<file path="src/rtl/stim_sequencer_if.sv">
// ---------------------------------------------------------------------------
// stim_sequencer_if
//   Bundles the run-controller request/status signals and the DUT-facing
//   stimulus outputs of stim_sequencer.
//
//   Controller -> sequencer : start, seed, num_cycles, stall
//   Sequencer  -> DUT       : dut_rst_n, in_flat, in_valid
//   Sequencer  -> controller: busy, done, cyc_count, rng_state
//
//   master : the run controller / testbench side
//   slave  : the stim_sequencer side
// ---------------------------------------------------------------------------
interface stim_sequencer_if #(
  parameter int IN_W = 266
);

  logic            start;
  logic [31:0]     seed;
  logic [31:0]     num_cycles;
  logic            stall;

  logic            dut_rst_n;
  logic [IN_W-1:0] in_flat;
  logic            in_valid;
  logic            busy;
  logic            done;
  logic [31:0]     cyc_count;
  logic [31:0]     rng_state;

  modport master (
    output start, seed, num_cycles, stall,
    input  dut_rst_n, in_flat, in_valid, busy, done, cyc_count, rng_state
  );

  modport slave (
    input  start, seed, num_cycles, stall,
    output dut_rst_n, in_flat, in_valid, busy, done, cyc_count, rng_state
  );

endinterface

</file>
<file path="src/rtl/stim_sequencer.sv">
// ---------------------------------------------------------------------------
// stim_sequencer
//   Drives a fuzz DUT's reset and flat input vector. Each vector is built
//   from NWORDS consecutive 32-bit LCG outputs, written one word per clock
//   into a shadow register, then copied to in_flat in a single cycle so the
//   DUT never sees a half-updated vector. The first vector of a run is
//   applied while the DUT is still in reset; dut_rst_n is released
//   RST_CYCLES unstalled edges later (or at run completion if sooner).
//   Afterwards num_cycles further vectors are applied and counted.
//
// Ports:
//   clk  - system clock, rising edge
//   rst  - synchronous active-high reset
//   bus  - stim_sequencer_if.slave:
//            start/seed/num_cycles : run request, accepted in IDLE or DONE
//            stall                 : freezes FILL/APPLY progress while high
//            dut_rst_n             : DUT active-low reset
//            in_flat/in_valid      : stimulus vector and its update pulse
//            busy/done             : run status (done held until next start)
//            cyc_count             : non-initial vectors applied so far
//            rng_state             : current LCG state
// ---------------------------------------------------------------------------
module stim_sequencer #(
  parameter int          IN_W       = 266,
  parameter int          NWORDS     = (IN_W + 31) / 32,
  parameter int          RST_CYCLES = 2,
  parameter logic [31:0] LCG_A      = 32'h41C64E6D,
  parameter logic [31:0] LCG_C      = 32'h3039
) (
  input logic              clk,
  input logic              rst,
  stim_sequencer_if.slave  bus
);

  localparam logic [1:0] S_IDLE  = 2'd0;
  localparam logic [1:0] S_FILL  = 2'd1;
  localparam logic [1:0] S_APPLY = 2'd2;
  localparam logic [1:0] S_DONE  = 2'd3;

  localparam int IDX_W  = (NWORDS > 1) ? $clog2(NWORDS) : 1;
  localparam int RCNT_W = $clog2(RST_CYCLES + 1);

  localparam logic [IDX_W-1:0]  IDX_LAST   = IDX_W'(NWORDS - 1);
  localparam logic [RCNT_W-1:0] RCNT_LOAD  = RCNT_W'(RST_CYCLES);
  localparam logic [RCNT_W-1:0] RCNT_FINAL = RCNT_W'(1);

  logic [1:0]        state_q,     state_d;
  logic [31:0]       rng_q,       rng_d;
  logic [IN_W-1:0]   shadow_q,    shadow_d;
  logic [IDX_W-1:0]  idx_q,       idx_d;
  logic [IN_W-1:0]   in_flat_q,   in_flat_d;
  logic              in_valid_q,  in_valid_d;
  logic              busy_q,      busy_d;
  logic              done_q,      done_d;
  logic [31:0]       cyc_q,       cyc_d;
  logic [31:0]       num_q,       num_d;
  logic              first_q,     first_d;
  logic              dut_rst_n_q, dut_rst_n_d;
  logic [RCNT_W-1:0] rcnt_q,      rcnt_d;
  logic              rcnt_act_q,  rcnt_act_d;

  logic [31:0]       lcg_next;
  logic [31:0]       cyc_inc;
  logic              running;

  // Upper product bits are discarded by the 32-bit result width.
  assign lcg_next = rng_q * LCG_A + LCG_C;
  assign cyc_inc  = cyc_q + 32'd1;
  assign running  = (state_q == S_FILL) || (state_q == S_APPLY);

  always_comb begin
    // NOTE: every variable gets a default first so no path leaves it
    // unassigned, which would otherwise infer a latch.
    state_d     = state_q;
    rng_d       = rng_q;
    shadow_d    = shadow_q;
    idx_d       = idx_q;
    in_flat_d   = in_flat_q;
    // A pulse raised just before a stall is held back until the stall lifts.
    in_valid_d  = bus.stall ? in_valid_q : 1'b0;
    busy_d      = busy_q;
    done_d      = done_q;
    cyc_d       = cyc_q;
    num_d       = num_q;
    first_d     = first_q;
    dut_rst_n_d = dut_rst_n_q;
    rcnt_d      = rcnt_q;
    rcnt_act_d  = rcnt_act_q;

    // DUT reset release counter: runs on every unstalled FILL/APPLY edge
    // once the initial vector has been applied.
    if (running && !bus.stall && rcnt_act_q) begin
      if (rcnt_q == RCNT_FINAL) begin
        dut_rst_n_d = 1'b1;
        rcnt_act_d  = 1'b0;
      end else begin
        rcnt_d = rcnt_q - RCNT_W'(1);
      end
    end

    case (state_q)
      S_IDLE, S_DONE: begin
        if (bus.start) begin
          state_d     = S_FILL;
          rng_d       = bus.seed;
          num_d       = bus.num_cycles;
          cyc_d       = 32'd0;
          done_d      = 1'b0;
          idx_d       = '0;
          busy_d      = 1'b1;
          first_d     = 1'b1;
          dut_rst_n_d = 1'b0;
          rcnt_d      = '0;
          rcnt_act_d  = 1'b0;
          in_valid_d  = 1'b0;
        end
      end

      S_FILL: begin
        if (!bus.stall) begin
          rng_d = lcg_next;
          // Bits beyond IN_W in the last word are simply never stored.
          for (int i = 0; i < IN_W; i++) begin
            if (int'(idx_q) == i / 32) shadow_d[i] = lcg_next[i % 32];
          end
          idx_d = idx_q + IDX_W'(1);
          if (idx_q == IDX_LAST) state_d = S_APPLY;
        end
      end

      S_APPLY: begin
        if (!bus.stall) begin
          in_flat_d  = shadow_q;
          in_valid_d = 1'b1;
          idx_d      = '0;
          if (first_q) begin
            first_d    = 1'b0;
            rcnt_act_d = 1'b1;
            rcnt_d     = RCNT_LOAD;
          end else begin
            cyc_d = cyc_inc;
          end
          // Completion compares against the incremented count, so
          // num_cycles of all ones finishes without cyc_count wrapping.
          if ((first_q && (num_q == 32'd0)) || (!first_q && (cyc_inc == num_q))) begin
            state_d     = S_DONE;
            busy_d      = 1'b0;
            done_d      = 1'b1;
            dut_rst_n_d = 1'b1;
            rcnt_act_d  = 1'b0;
          end else begin
            state_d = S_FILL;
          end
        end
      end

      default: state_d = S_IDLE;
    endcase
  end

  always_ff @(posedge clk) begin
    if (rst) begin
      // NOTE: the shadow register is reset along with the control state so
      // a restart after an abort cannot expose stale words of an old run.
      state_q     <= S_IDLE;
      rng_q       <= '0;
      shadow_q    <= '0;
      idx_q       <= '0;
      in_flat_q   <= '0;
      in_valid_q  <= 1'b0;
      busy_q      <= 1'b0;
      done_q      <= 1'b0;
      cyc_q       <= '0;
      num_q       <= '0;
      first_q     <= 1'b0;
      dut_rst_n_q <= 1'b0;
      rcnt_q      <= '0;
      rcnt_act_q  <= 1'b0;
    end else begin
      // NOTE: non-blocking assignments so every flop samples the values
      // computed from the same pre-edge state.
      state_q     <= state_d;
      rng_q       <= rng_d;
      shadow_q    <= shadow_d;
      idx_q       <= idx_d;
      in_flat_q   <= in_flat_d;
      in_valid_q  <= in_valid_d;
      busy_q      <= busy_d;
      done_q      <= done_d;
      cyc_q       <= cyc_d;
      num_q       <= num_d;
      first_q     <= first_d;
      dut_rst_n_q <= dut_rst_n_d;
      rcnt_q      <= rcnt_d;
      rcnt_act_q  <= rcnt_act_d;
    end
  end

  assign bus.dut_rst_n = dut_rst_n_q;
  assign bus.in_flat   = in_flat_q;
  assign bus.in_valid  = in_valid_q & ~bus.stall;
  assign bus.busy      = busy_q;
  assign bus.done      = done_q;
  assign bus.cyc_count = cyc_q;
  assign bus.rng_state = rng_q;

endmodule

</file>
<file path="src/flat_wrapper.sv">
// flat-port wrapper written by rule: the top's interface ports become plain ports
module stim_sequencer_flat 
#(
  parameter int          IN_W       = 266,
  parameter int          NWORDS     = (IN_W + 31) / 32,
  parameter int          RST_CYCLES = 2,
  parameter logic [31:0] LCG_A      = 32'h41C64E6D,
  parameter logic [31:0] LCG_C      = 32'h3039
)
  (clk, rst, bus_start, bus_seed, bus_num_cycles, bus_stall, bus_dut_rst_n, bus_in_flat, bus_in_valid, bus_busy, bus_done, bus_cyc_count, bus_rng_state);
  stim_sequencer_if #(.IN_W(IN_W)) bus_i ();
  input logic clk;
  input logic rst;
  input wire logic [$bits(bus_i.start)-1:0] bus_start;
  input wire logic [$bits(bus_i.seed)-1:0] bus_seed;
  input wire logic [$bits(bus_i.num_cycles)-1:0] bus_num_cycles;
  input wire logic [$bits(bus_i.stall)-1:0] bus_stall;
  output wire logic [$bits(bus_i.dut_rst_n)-1:0] bus_dut_rst_n;
  output wire logic [$bits(bus_i.in_flat)-1:0] bus_in_flat;
  output wire logic [$bits(bus_i.in_valid)-1:0] bus_in_valid;
  output wire logic [$bits(bus_i.busy)-1:0] bus_busy;
  output wire logic [$bits(bus_i.done)-1:0] bus_done;
  output wire logic [$bits(bus_i.cyc_count)-1:0] bus_cyc_count;
  output wire logic [$bits(bus_i.rng_state)-1:0] bus_rng_state;
  assign bus_i.start = bus_start;
  assign bus_i.seed = bus_seed;
  assign bus_i.num_cycles = bus_num_cycles;
  assign bus_i.stall = bus_stall;
  assign bus_dut_rst_n = bus_i.dut_rst_n;
  assign bus_in_flat = bus_i.in_flat;
  assign bus_in_valid = bus_i.in_valid;
  assign bus_busy = bus_i.busy;
  assign bus_done = bus_i.done;
  assign bus_cyc_count = bus_i.cyc_count;
  assign bus_rng_state = bus_i.rng_state;
  stim_sequencer #(.IN_W(IN_W), .NWORDS(NWORDS), .RST_CYCLES(RST_CYCLES), .LCG_A(LCG_A), .LCG_C(LCG_C)) u_core (.clk(clk), .rst(rst), .bus(bus_i));
endmodule
</file>
<file path="config.mk">
export PLATFORM = sky130hd
export DESIGN_NAME = stim_sequencer_flat
export DESIGN_NICKNAME = d
export VERILOG_FILES = /design/src/rtl/stim_sequencer_if.sv /design/src/rtl/stim_sequencer.sv /design/src/flat_wrapper.sv
export SDC_FILE = /design/constraint.sdc
export NUM_CORES = 2
export LEC_CHECK = 0
export ABC_AREA = 0
export BUFFER_PORTS_ARGS = -buffer_cell sky130_fd_sc_hd__buf_2
export CAP_MARGIN = 40
export CORE_ASPECT_RATIO = 0.75
export CORE_MARGIN = 5
export CORE_UTILIZATION = 50
export DETAILED_ROUTE_END_ITERATION = 8
export GPL_ROUTABILITY_DRIVEN = 0
export PLACE_DENSITY = 0.77
export SLEW_MARGIN = 20
export SYNTH_ARGS = -nofsm -noshare
export SYNTH_HDL_FRONTEND = slang
export SYNTH_SLANG_ARGS = --single-unit
</file>
<file path="constraint.sdc">
create_clock -name clk -period 19.75 [get_ports clk]
set_input_delay 1.975 -clock clk [delete_from_list [all_inputs] [get_ports clk]]
set_output_delay 1.975 -clock clk [all_outputs]
set_load 0.02 [all_outputs]
</file>
# Word level (Yosys, flattened, before mapping)
# Cells that the tools add are included.
# totals
reg_bits,642
wordCells,130
# op_classes
n_addsub,4
mul,1
eq_ne,20
muxes,50
bitwise,2
n_reduce_logical,31
# ops
cell,n
$mux W32,5
$pmux W32 S2,2
$reduce_and A3 Y1,12
$add A32 B1 Y32 const B,1
$add A32 B14 Y32 const B,1
$eq A32 B32 Y1,1
$logic_not A32 Y1,1
$mul A32 B31 Y32 const B,1
$eq A4 B4 Y1 const B,6
$mux W1,21
$mux W2,10
$mux W4,3
$ne A2 B2 Y1 const B,6
$pmux W1 S2,6
$pmux W4 S3,1
$reduce_and A4 Y1,3
$eq A4 B3 Y1 const B,2
$pmux W2 S3,1
$add A4 B1 Y4 const B,1
$eq A2 B1 Y1 const B,2
$eq A2 B2 Y1 const B,2
$eq A4 B2 Y1 const B,1
$logic_and A1 B1 Y1,4
$logic_not A4 Y1,1
10 further kinds,14

# Logic depth before layout (Yosys ltp)
# logic_depth
word_depth,9
ltp_mapped,28
mapped_depth_nobuf,26

# Worst setup path before layout
# Ideal clock, no wire load.
# synth_path
path_type,register to register
start,reg u_core.rng_q[9] (netlist: u_core.bus.rng_state[9])
end,reg u_core.rng_q[30] (netlist: u_core.bus.rng_state[30])
setup_time_ns,0.095
t_arrival_ns,7.013
required_time_ns,19.655
path_slack_ns,12.642
stages_incl_launch_ff,26
path_buffers,1
synth_period_minus_slack_ns,7.108
cell_sequence,dfxtp_1 -> ha_1 -> xor2_1 -> ha_1 -> a21o_1 -> fa_1 -> inv_1 -> fa_1 -> inv_1 -> fa_1 -> fa_1 -> fa_1 -> inv_1 -> fa_1 -> inv_1 -> ha_1 -> clkbuf_1 -> a2111oi_0 -> o21ai_0 -> a41oi_1 -> nor2_1 -> a211oi_1 -> a31oi_1 -> xor2_1 -> nand2_1 -> a221oi_1
# synth_between
elab_chain_len,4
# synth_lines
element,line,source
"start, declared",stim_sequencer.sv:48,"logic [31:0] rng_q, rng_d;"
"start signal, assigned",stim_sequencer.sv:183,rng_q <= rng_d;
$mul A32 B31 Y32,stim_sequencer.sv:67,assign lcg_next = rng_q * LCG_A + LCG_C;
$add A32 B14 Y32,stim_sequencer.sv:67,
$mux W32,stim_sequencer.sv:120,if (!bus.stall) begin
$pmux W32 S2,stim_sequencer.sv:101,case (state_q)
# Every way passes these cells. The select of a mux whose other input is x is not followed.
# A chain may end at the register's enable or synchronous reset.

# Worst setup path after layout
# layout_path
start,reg u_core.rng_q[0] (netlist: u_core.bus.rng_state[0])
end,reg u_core.rng_q[29] (netlist: u_core.bus.rng_state[29])
# Same word-level chain as after synthesis.

==> results_dict.tcl <==
set metrics [dict create \
    outcome "finished clean" \
    synth_top_family_by_area "adder cells" \
    synth_fa_ha_area_share_pct 19.2 \
    groute.usage.overall_pct 29.2 \
    share_of_the_synthesized_area_in_compound_gates_ao_oa_aoi_oai_pct 14.0 \
    core.rowCount 82 \
    worst_hold_startpoint "u_core.shadow_q[102]" \
    synth.cell_area_sq_um 33400 \
    startpoint_type "flip-flop" \
    yosys.cell_types.count 73 \
    layout_worst_path_cycle_share_pct 40.5 \
    ys.warnings.count 0 \
    timing_hold_violations_final 0 \
    slew-limit-headroom_pct 16.9 \
    drt-wirelength-per-cell_microns 20.6 \
    cts.reportedPaths.clkPinSlew_ps 60 \
    drt_drc_violations_left 0 \
    dominant_register_cell_in_the_synthesized_netlist "dfxtp_1" \
    setup_tns_ps 0 \
    ys_seq_area_share_pct 38.5 \
    global_route_wire_length_before_repair_microns 164000 \
    setup_viol 0 \
    tritoncts_num_sinks 642 \
    most_common_library_cell_in_the_layout_ignoring_fill_and_taps "nand2_1" \
    r2r_setup_slack_ps 11740 \
    synthTopCellsByArea "dfxtp_1 39%, fa_1 11%, nand2_1 11%" \
    clockRootBuffer "clkbuf_16" \
    fp.dieW_microns 308 \
    post_drt_via_cell_ratio 5.56 \
    port-buffer-count 401 \
    hold_end "u_core.bus.in_flat[102]" \
    critPathMaxFanout 22 \
    start_util_pct 50.2 \
    min_path_cells 2 \
    rr_startpoint "u_core.bus.rng_state[0]" \
    cp_num_buf_inv 8 \
    hpwlAfterDp_microns 79300 \
    cts.repair.resized 0 \
    vias_in_the_first_global_route 27500 \
    yosys.area_share.simple_pct 17.4 \
    cts.repair_timing.setup_buffer_count 0 \
    clock_insertion_delay_worst_skew_ps 640 \
    final-max-slew-violation-count 0 \
    worst_setup_path_end_kind "flip-flop" \
    finalNetCount 4808 \
    cell_type_contributing_the_most_total_cell_area_after_synthesis "dfxtp_1" \
    cts_max_path_buffers 3 \
    core_sq_um 66500 \
    grt_setup_unrepaired "no" \
    worst-endpoint-required_ps 20290 \
    layout-drive-gt1-share_pct 14.2 \
    synth_cells 4061 \
    numCtsBuffers 61 \
    synth.top_cell.area_share_pct 38.5 \
    syn-mean-instance-area_sq_um 8.21 \
    antenna_violating_nets_post_route 0 \
    antenna_found_initial 1 \
    hold_path_class "flip-flop to flip-flop" \
    globalRoute.totalOverflow 0 \
    synth-edff-count 0 \
    io_pins 402 \
    maxClockFrequency_ghz 0.125 \
    worstMarginPinSlew_ps 1250 \
    flow.area_growth_from_synthesis_pct 16.3 \
    top_cell_family_by_delay_on_the_critical_path "adder cells" \
    most-common-layout-cells "931 x nand2_1, 641 x dfxtp_1, 596 x a21oi_1" \
    cts.htree.levels 2 \
    setup_crit_path_kind "flip-flop to flip-flop" \
    critPathArrivalTime_ps 8550 \
    yosys.area_share.xor_xnor_pct 3.05 \
    drv.max_cap_violation_count 0 \
    finClkSkew_ps 28.1 \
    via_count 29300 \
    postSynth.asyncResetShare_pct 0 \
    yosys-mux-area-fraction_pct 0.300 \
    critical_path.most_common_cell "inv_1" \
    first_pass_drt_iterations 6 \
    post_cts_hold_buffer_count 0 \
    ys_ff_latch 642 \
    synthesis.nets 4531 \
    critical_path.startpoint "u_core.bus.rng_state[0]" \
    design.die.area_sq_um 72000 \
    worstReg2RegEnd "u_core.bus.rng_state[29]" \
    largest_net_degree_at_the_start_of_global_routing 212 \
    routed_wl_microns 109000 \
    drt-initial-drc-count 3002 \
    die_y_microns 234 \
    cts_tree "done" \
    cp_slowest_cell "dfxtp_2" \
    reg2reg_depth 26 \
    max_stage_delay_ps 810 \
    min_period_ps 8010 \
]
final cells by class:
class,count,area [sq um]
Fill cell,5950,27700
Multi-Input combinational cell,2752,18300
Sequential cell,642,12900
Timing Repair Buffer,464,2780
Clock buffer,83,1770
Inverter,417,1570
Tap cell,882,1100
Clock inverter,29,463
Antenna cell,1,2.50
worst max-delay path by stage:
stage               cells after the start                  endpoint  slack (ps)
CTS                                    26  u_core.bus.rng_state[29]       11820
finish                                 26  u_core.bus.rng_state[29]       11740
global placement                       26  u_core.bus.rng_state[29]       12020
global route                           26  u_core.bus.rng_state[29]       11360
detailed placement                     26  u_core.bus.rng_state[29]       11850
floorplan                              25  u_core.bus.rng_state[30]       12640
tightest hold or removal path, delay by kind of cell, from the launching register on:
kind	cells	cell delay, ps
AO/OA/AOI/OAI	1	50
AND/OR/NAND/NOR	1	60
flip-flops	1	310
Yosys cell counts (all sizes together) (4+ instances only):
| cell | count |
|---|---|
| o21bai | 5 |
| nor2b | 10 |
| a311oi | 10 |
| a21oi | 596 |
| xnor2 | 77 |
| a2111oi | 5 |
| a211oi | 67 |
| or3 | 7 |
| o31ai | 10 |
| nor4b | 4 |
| a221oi | 8 |
| o22ai | 4 |
| a21o | 13 |
| nor4 | 14 |
| o211ai | 7 |
| mux2i | 10 |
| buf | 15 |
| xor2 | 39 |
| or4 | 11 |
| nand2 | 933 |
| a31oi | 20 |
| ha | 217 |
| nand4 | 27 |
| nor2 | 254 |
| nor3 | 18 |
| fa | 185 |
| and3 | 21 |
| dfxtp | 642 |
| or2 | 5 |
| and4 | 5 |
| and2 | 7 |
| clkbuf | 235 |
| nand3 | 58 |
| nand2b | 12 |
| o21ai | 60 |
| inv | 416 |
cells by family (layout without fill, tap and decap cells):
logic type / count (synthesis) / count (layout)
flops: 642 / 642
simple gates: 1394 / 1394
mux: 10 / 10
buf+inv: 667 / 993
compound gates: 830 / 830
fa+ha+maj: 402 / 402
other cells: 0 / 1
xor+xnor: 116 / 116
sequential cells by signal, indices dropped and copies added (netlist names):
name / flops
u_core.shadow_q: 266
u_core.bus.cyc_count: 32
u_core.in_valid_q: 1
u_core.num_q: 32
u_core.bus.dut_rst_n: 1
u_core.bus.done: 1
u_core.state_q: 2
u_core.bus.rng_state: 32
u_core.first_q: 1
u_core.bus.busy: 1
u_core.rcnt_act_q: 1
u_core.rcnt_q: 2
u_core.idx_q: 4
u_core.bus.in_flat: 266
per-layer routing:
layer  vias to the layer above  part of all wire [%]  track usage, %
li1                      13700                     -               -
met1                     14100                    42            41.4
met2                      1286                    43            43.6
met3                       205                    11            8.19
met4                         2                   3.6            9.21
met5                         -                 0.012               0
through the flow:
stage | setup WS, ps | hold slack [ps] | instances | utilization (%) | area, sq um
6_report | 11740 | 446 | 5270 | 58.4 | 38800
2_1_floorplan | 12640 | 429 | 4061 | - | 33400
3_3_place_gp | 12020 | 438 | 5136 | 54.4 | 36100
5_1_grt | 11360 | 463 | 5269 | 58.3 | 38800
3_5_place_dp | 11850 | 441 | 5154 | 54.9 | 36500
4_1_cts | 11820 | 443 | 5266 | 58.2 | 38700
Power is not shown: default switching activity piles up to over one toggle a cycle in this logic, so the estimate is an artifact.
